$ cat config.mk
export PLATFORM = sky130hd
export DESIGN_NAME = fc_l2_data_arbiter
export DESIGN_NICKNAME = d
export VERILOG_FILES = /design/src/rtl/fc_l2_data_arbiter.sv
export SDC_FILE = /design/constraint.sdc
export NUM_CORES = 1
export LEC_CHECK = 0
export BUFFER_PORTS_ARGS = -buffer_cell sky130_fd_sc_hd__buf_2
export CORE_AREA = 5 5 120 122
export CTS_BUF_LIST = sky130_fd_sc_hd__clkbuf_4
export DETAILED_ROUTE_END_ITERATION = 10
export DIE_AREA = 0 0 125 127
export PLACE_DENSITY = 0.48
export REMOVE_ABC_BUFFERS = 1
export SLEW_MARGIN = 30
export SYNTH_ARGS = -nofsm -noshare
export SYNTH_HDL_FRONTEND = slang
export SYNTH_SLANG_ARGS = --single-unit
export TNS_END_PERCENT = 30
$ cat constraint.sdc
create_clock -name clk_i -period 3.4 [get_ports clk_i]
set_clock_uncertainty 0.05 [all_clocks]
set_input_delay 0.68 -clock clk_i [delete_from_list [all_inputs] [get_ports clk_i]]
set_output_delay 0.68 -clock clk_i [all_outputs]
set_load 0.02 [all_outputs]
$ cat src/rtl/fc_l2_data_arbiter.sv
// Two-port arbiter sharing the FC L2 data master (TCDM req/gnt/r_valid), with an in-order owner FIFO for response routing.
// Define FC_L2_ARB_RR_EN for round-robin priority; default build is fixed priority (port 0 first).
module fc_l2_data_arbiter #(
  parameter int ADDR_WIDTH = 32,
  parameter int DATA_WIDTH = 32,
  parameter int MAX_OUTST  = 4
) (
  input  logic                           clk_i,
  input  logic                           rst_i,
  input  logic                           s0_req_i,
  input  logic [ADDR_WIDTH-1:0]          s0_add_i,
  input  logic                           s0_wen_i,
  input  logic [DATA_WIDTH-1:0]          s0_wdata_i,
  input  logic [DATA_WIDTH/8-1:0]        s0_be_i,
  output logic                           s0_gnt_o,
  output logic                           s0_r_valid_o,
  output logic [DATA_WIDTH-1:0]          s0_r_rdata_o,
  output logic                           s0_r_opc_o,
  input  logic                           s1_req_i,
  input  logic [ADDR_WIDTH-1:0]          s1_add_i,
  input  logic                           s1_wen_i,
  input  logic [DATA_WIDTH-1:0]          s1_wdata_i,
  input  logic [DATA_WIDTH/8-1:0]        s1_be_i,
  output logic                           s1_gnt_o,
  output logic                           s1_r_valid_o,
  output logic [DATA_WIDTH-1:0]          s1_r_rdata_o,
  output logic                           s1_r_opc_o,
  output logic                           m_req_o,
  output logic [ADDR_WIDTH-1:0]          m_add_o,
  output logic                           m_wen_o,
  output logic [DATA_WIDTH-1:0]          m_wdata_o,
  output logic [DATA_WIDTH/8-1:0]        m_be_o,
  input  logic                           m_gnt_i,
  input  logic                           m_r_valid_i,
  input  logic [DATA_WIDTH-1:0]          m_r_rdata_i,
  input  logic                           m_r_opc_i,
  output logic [$clog2(MAX_OUTST):0]     outstanding_o,
  output logic                           proto_err_o
);
  localparam int PW = $clog2(MAX_OUTST);
  localparam int CW = PW + 1;

  typedef struct packed {
    logic [ADDR_WIDTH-1:0]   add;
    logic                    wen;
    logic [DATA_WIDTH-1:0]   wdata;
    logic [DATA_WIDTH/8-1:0] be;
  } req_t;

  typedef enum logic {S_IDLE, S_WAIT} lock_state_t;

  req_t [1:0]  port_req;
  req_t        fwd;
  logic [1:0]  req;
  logic        pick, sel, lock_port, gnt;
  logic        full, empty, push, pop, head;
  lock_state_t state, state_nxt;

  logic [MAX_OUTST-1:0] owner_q;
  logic [PW-1:0]        wptr, rptr;
  logic [CW-1:0]        count;

  assign req         = {s1_req_i, s0_req_i};
  assign port_req[0] = '{add: s0_add_i, wen: s0_wen_i, wdata: s0_wdata_i, be: s0_be_i};
  assign port_req[1] = '{add: s1_add_i, wen: s1_wen_i, wdata: s1_wdata_i, be: s1_be_i};

`ifdef FC_L2_ARB_RR_EN
  // prio names the port favoured next; it flips to the other port after each grant
  logic prio;

  always_ff @(posedge clk_i) begin
    if (rst_i)    prio <= 1'b0;
    else if (gnt) prio <= ~sel;
  end

  always_comb begin
    pick = prio;
    if (!req[prio] && req[~prio]) pick = ~prio;
  end
`else
  always_comb pick = !req[0] && req[1];
`endif

  // an ungranted request keeps the master port until it is accepted
  assign sel     = (state == S_WAIT) ? lock_port : pick;
  assign full    = (count == CW'(MAX_OUTST));
  assign empty   = (count == '0);
  assign m_req_o = req[sel] && !full;
  assign gnt     = m_req_o && m_gnt_i;
  assign fwd     = m_req_o ? port_req[sel] : '0;

  assign m_add_o   = fwd.add;
  assign m_wen_o   = fwd.wen;
  assign m_wdata_o = fwd.wdata;
  assign m_be_o    = fwd.be;

  assign s0_gnt_o = gnt && !sel;
  assign s1_gnt_o = gnt && sel;

  always_comb begin
    state_nxt = state;
    case (state)
      S_IDLE:  if (m_req_o && !m_gnt_i) state_nxt = S_WAIT;
      S_WAIT:  if (gnt)                 state_nxt = S_IDLE;
      default: state_nxt = S_IDLE;
    endcase
  end

  always_ff @(posedge clk_i) begin
    if (rst_i) begin
      state     <= S_IDLE;
      lock_port <= 1'b0;
    end else begin
      state <= state_nxt;
      if (state == S_IDLE && state_nxt == S_WAIT) lock_port <= sel;
    end
  end

  assign push = gnt;
  assign pop  = m_r_valid_i && !empty;
  assign head = owner_q[rptr];

  always_ff @(posedge clk_i) begin
    if (rst_i) begin
      owner_q     <= '0;
      wptr        <= '0;
      rptr        <= '0;
      count       <= '0;
      proto_err_o <= 1'b0;
    end else begin
      if (push) begin
        owner_q[wptr] <= sel;
        wptr          <= wptr + PW'(1);
      end
      if (pop) rptr <= rptr + PW'(1);
      case ({push, pop})
        2'b10:   count <= count + CW'(1);
        2'b01:   count <= count - CW'(1);
        default: count <= count;
      endcase
      if (m_r_valid_i && empty) proto_err_o <= 1'b1;
    end
  end

  assign outstanding_o = count;

  // response data is shared; only the recorded owner sees r_valid
  assign s0_r_valid_o = pop && !head;
  assign s1_r_valid_o = pop && head;
  assign s0_r_rdata_o = pop ? m_r_rdata_i : '0;
  assign s1_r_rdata_o = pop ? m_r_rdata_i : '0;
  assign s0_r_opc_o   = pop && m_r_opc_i;
  assign s1_r_opc_o   = pop && m_r_opc_i;

endmodule
==> impl_metrics.env <==
export IMPL_tightest_slew_ns=0.346
export IMPL_grt_pass1_vias=2951
export IMPL_drc=0
export IMPL_yosysMostFrequentCell="nand2_1"
export IMPL_layout_drive_gt1_share_pct=50.8
export IMPL_ant_nets=0
export IMPL_io_pins=321
export IMPL_cts_tree="built"
export IMPL_cts_buffers=3
export IMPL_design_area_sq_um=3770
export IMPL_post_cts_setup_buffer_count=0
export IMPL_track_usage_pct=12.0
export IMPL_synth_edf_count=0
export IMPL_wire_per_inst_um=13.2
export IMPL_p_int_uw=793
export IMPL_status="finished, final reports clean"
export IMPL_start_util_pct=16.8
export IMPL_relSlewSlack_pct=76.9
export IMPL_cp_cell_sequence="buf_2 > nor2_1 > a22o_2 > buf_12 > nand2_1 > a21oi_1 > buf_2"
export IMPL_synthFlopType="dfxtp_1"
export IMPL_insertion_delay_ns=0.28
export IMPL_port_buffers=320
export IMPL_grt_pass1_wl_um=16100
export IMPL_hold_depth=2
export IMPL_clock_tree_buffer_depth=2
export IMPL_syn_instance_count=389
export IMPL_final_core_util_pct=28.8
export IMPL_cpPeakStageDelay_ns=0.24
export IMPL_gr_total_overflow=0
export IMPL_clkTransAtPathRegs_ns=0.09
export IMPL_ys_warn_count=0
export IMPL_cpMaxStageDelayCell="buf_12"
export IMPL_synth_common_cells="144 x nand2_1, 75 x a21oi_1, 34 x and2_1, 33 x buf_4, 19 x clkbuf_1"
export IMPL_path_delay_family="buffers and inverters"
export IMPL_switching_share_pct=59.4
export IMPL_ctsHtreeMaxLevel=1
export IMPL_dpl_cell_area_sq_um=3740
export IMPL_clkSinkCount=14
export IMPL_vias=3297
export IMPL_hold_class="register to register"
export IMPL_viasPerCell=3.97
export IMPL_synth_distinct_cells=29
export IMPL_die_h_um=127
export IMPL_synth_seq_cells=14
export IMPL_core_area_sq_um=13100
export IMPL_crit_type="input pin to primary output"
export IMPL_synth_top_area_share_pct=24.5
export IMPL_crit_fanout=60
export IMPL_period_share_pct=78.1
export IMPL_peakVddDrop_mv=0.422
export IMPL_dieArea_sq_um=15900
export IMPL_worst_r2r_cell_count=10
export IMPL_switchingPower_uw=1160
export IMPL_syn2layout_area_growth_pct=70.8
export IMPL_nets=839
export IMPL_power_density_nw_per_um2=519
export IMPL_timing_fmax_mhz=377
export IMPL_synth_top_area_cell="nand2_1"
export IMPL_period_needed_ns=2.65
export IMPL_setup_violations=0
export IMPL_crit_path_start_kind="input pin"
export IMPL_rows=42
export IMPL_cts_root_buf="clkbuf_4"
export IMPL_p_leak_uw=0.00225
export IMPL_critPathCaptureType="primary output"
export IMPL_syn_avg_cell_area_sq_um=5.67
export IMPL_fillers=1492
export IMPL_hold_viol=0
export IMPL_antenna_found_initial=0
export IMPL_die_w_um=125
export IMPL_gp_congestion=0.863
export IMPL_drt_pre_antenna_iters=4
export IMPL_cp_num_cells=7
export IMPL_cts_repair_resized=0
export IMPL_clkPwrFrac_pct=5.0
export IMPL_crit_buf_inv=3
export IMPL_dpl_hpwl_um=8890
export IMPL_netlist_area_sq_um=2200
export IMPL_report_final_slew_viol_count=0
export IMPL_drtIter0Drc=126
export IMPL_yosysSeqAreaShare_pct=12.7
export IMPL_cts_hold_buffers=0
export IMPL_grt_max_degree=82
export IMPL_cp_common_cell="buf_2"
export IMPL_total_power_uw=1950
export IMPL_wirelength_um=11000
export IMPL_num_antenna_cells=0
export IMPL_synthArstFlopShare_pct=0
export IMPL_tns_ns=0
export IMPL_drv_cap=0
export IMPL_yosys_top_cells_area="nand2_1 25%, a21oi_1 17%, dfxtp_1 13%, buf_4 11%, and2_1 9.6%"
export IMPL_p_comb_share_pct=82.8
export IMPL_crit_required_ns=2.67
export IMPL_pwr_share_seq_pct=12.1
export IMPL_worstPathArrival_ns=1.92
export IMPL_rsz0062_at_grt="false"
stage by stage:
step | instances | worst slack (ns) | hold WS [ns]
6_report | 831 | 0.746 | 0.425
5_1_grt | 831 | 0.625 | 0.447
4_1_cts | 831 | 0.734 | 0.429
3_5_place_dp | 827 | 0.620 | 0.408
3_3_place_gp | 827 | 0.629 | 0.407
2_1_floorplan | 326 | -1.28 | 0.428
state kept, by name, indices dropped and copies added (netlist names):
name and count:
rptr 2, wptr 2, state 1, proto_err_o 1
outstanding_o 3, owner_q 4, lock_port 1
worst reg2reg max path, cell delays in order (launching register included):
cell,delay [ns]
dfxtp_1,0.42
or3b_1,0.43
o221ai_4,0.11
inv_1,0.14
nand2_1,0.13
ha_1,0.19
inv_1,0.06
fa_1,0.37
xor2_1,0.15
or3_1,0.30
a21oi_1,0.13
metal layers:
layer | GRT usage (%) | wire (um) | share of wire [%]
met1 | 15.0 | 4410 | 40
met3 | 2.17 | 641 | 5.9
met4 | 2.42 | 134 | 1.2
met5 | 0 | 0 | 0
met2 | 21.6 | 5770 | 53
layout by cell type (no fill, tap or decap), types with 2 or more instances in the layout:
master / instances
buf_4: 2
o31ai_1: 5
nand2b_1: 2
xor2_1: 3
o21ai_0: 7
nand3_1: 2
dfxtp_1: 14
and2_1: 34
buf_12: 3
nor2b_1: 5
inv_1: 7
nand2_1: 144
nor2_1: 10
ha_1: 5
clkbuf_4: 3
buf_2: 320
a21oi_1: 75
kinds of logic after synthesis:
logic type      share of synthesized area [%]
simple gates                             39.6
compound gates                           23.2
buf+inv                                  18.2
flops                                    12.7
fa+ha+maj                                3.75
xor+xnor                                 1.59
mux                                      1.02
worst paths after layout:
check	start	endpoint	slack, ns
setup / recovery	s0_req_i	m_add_o[12]	0.75
hold reg to reg	proto_err_o	proto_err_o	0.43
setup reg to reg	outstanding_o[2]	outstanding_o[2]	0.86
hold / removal	proto_err_o	proto_err_o	0.43
power by group through the flow:
stage          registers [uW]  logic (uW)  clock network, uW
2_1_floorplan             255         970                  0
3_3_place_gp              242        1650                  0
3_5_place_dp              241        1640                  0
4_1_cts                   237        1640                103
5_1_grt                   245        1760                110
6_report                  237        1620               98.7
cell type report:
type                            instances  area (sq um)  share of cell area (%)
Tap cell                              176           220                    5.85
Clock buffer                            3          22.5                   0.598
Clock inverter                          1          3.75                  0.0997
Multi-Input combinational cell        305          1540                    40.8
Inverter                                7          26.3                   0.698
Sequential cell                        14           280                    7.44
Timing Repair Buffer                  325          1680                    44.5
(Power assumes the default switching activity.)
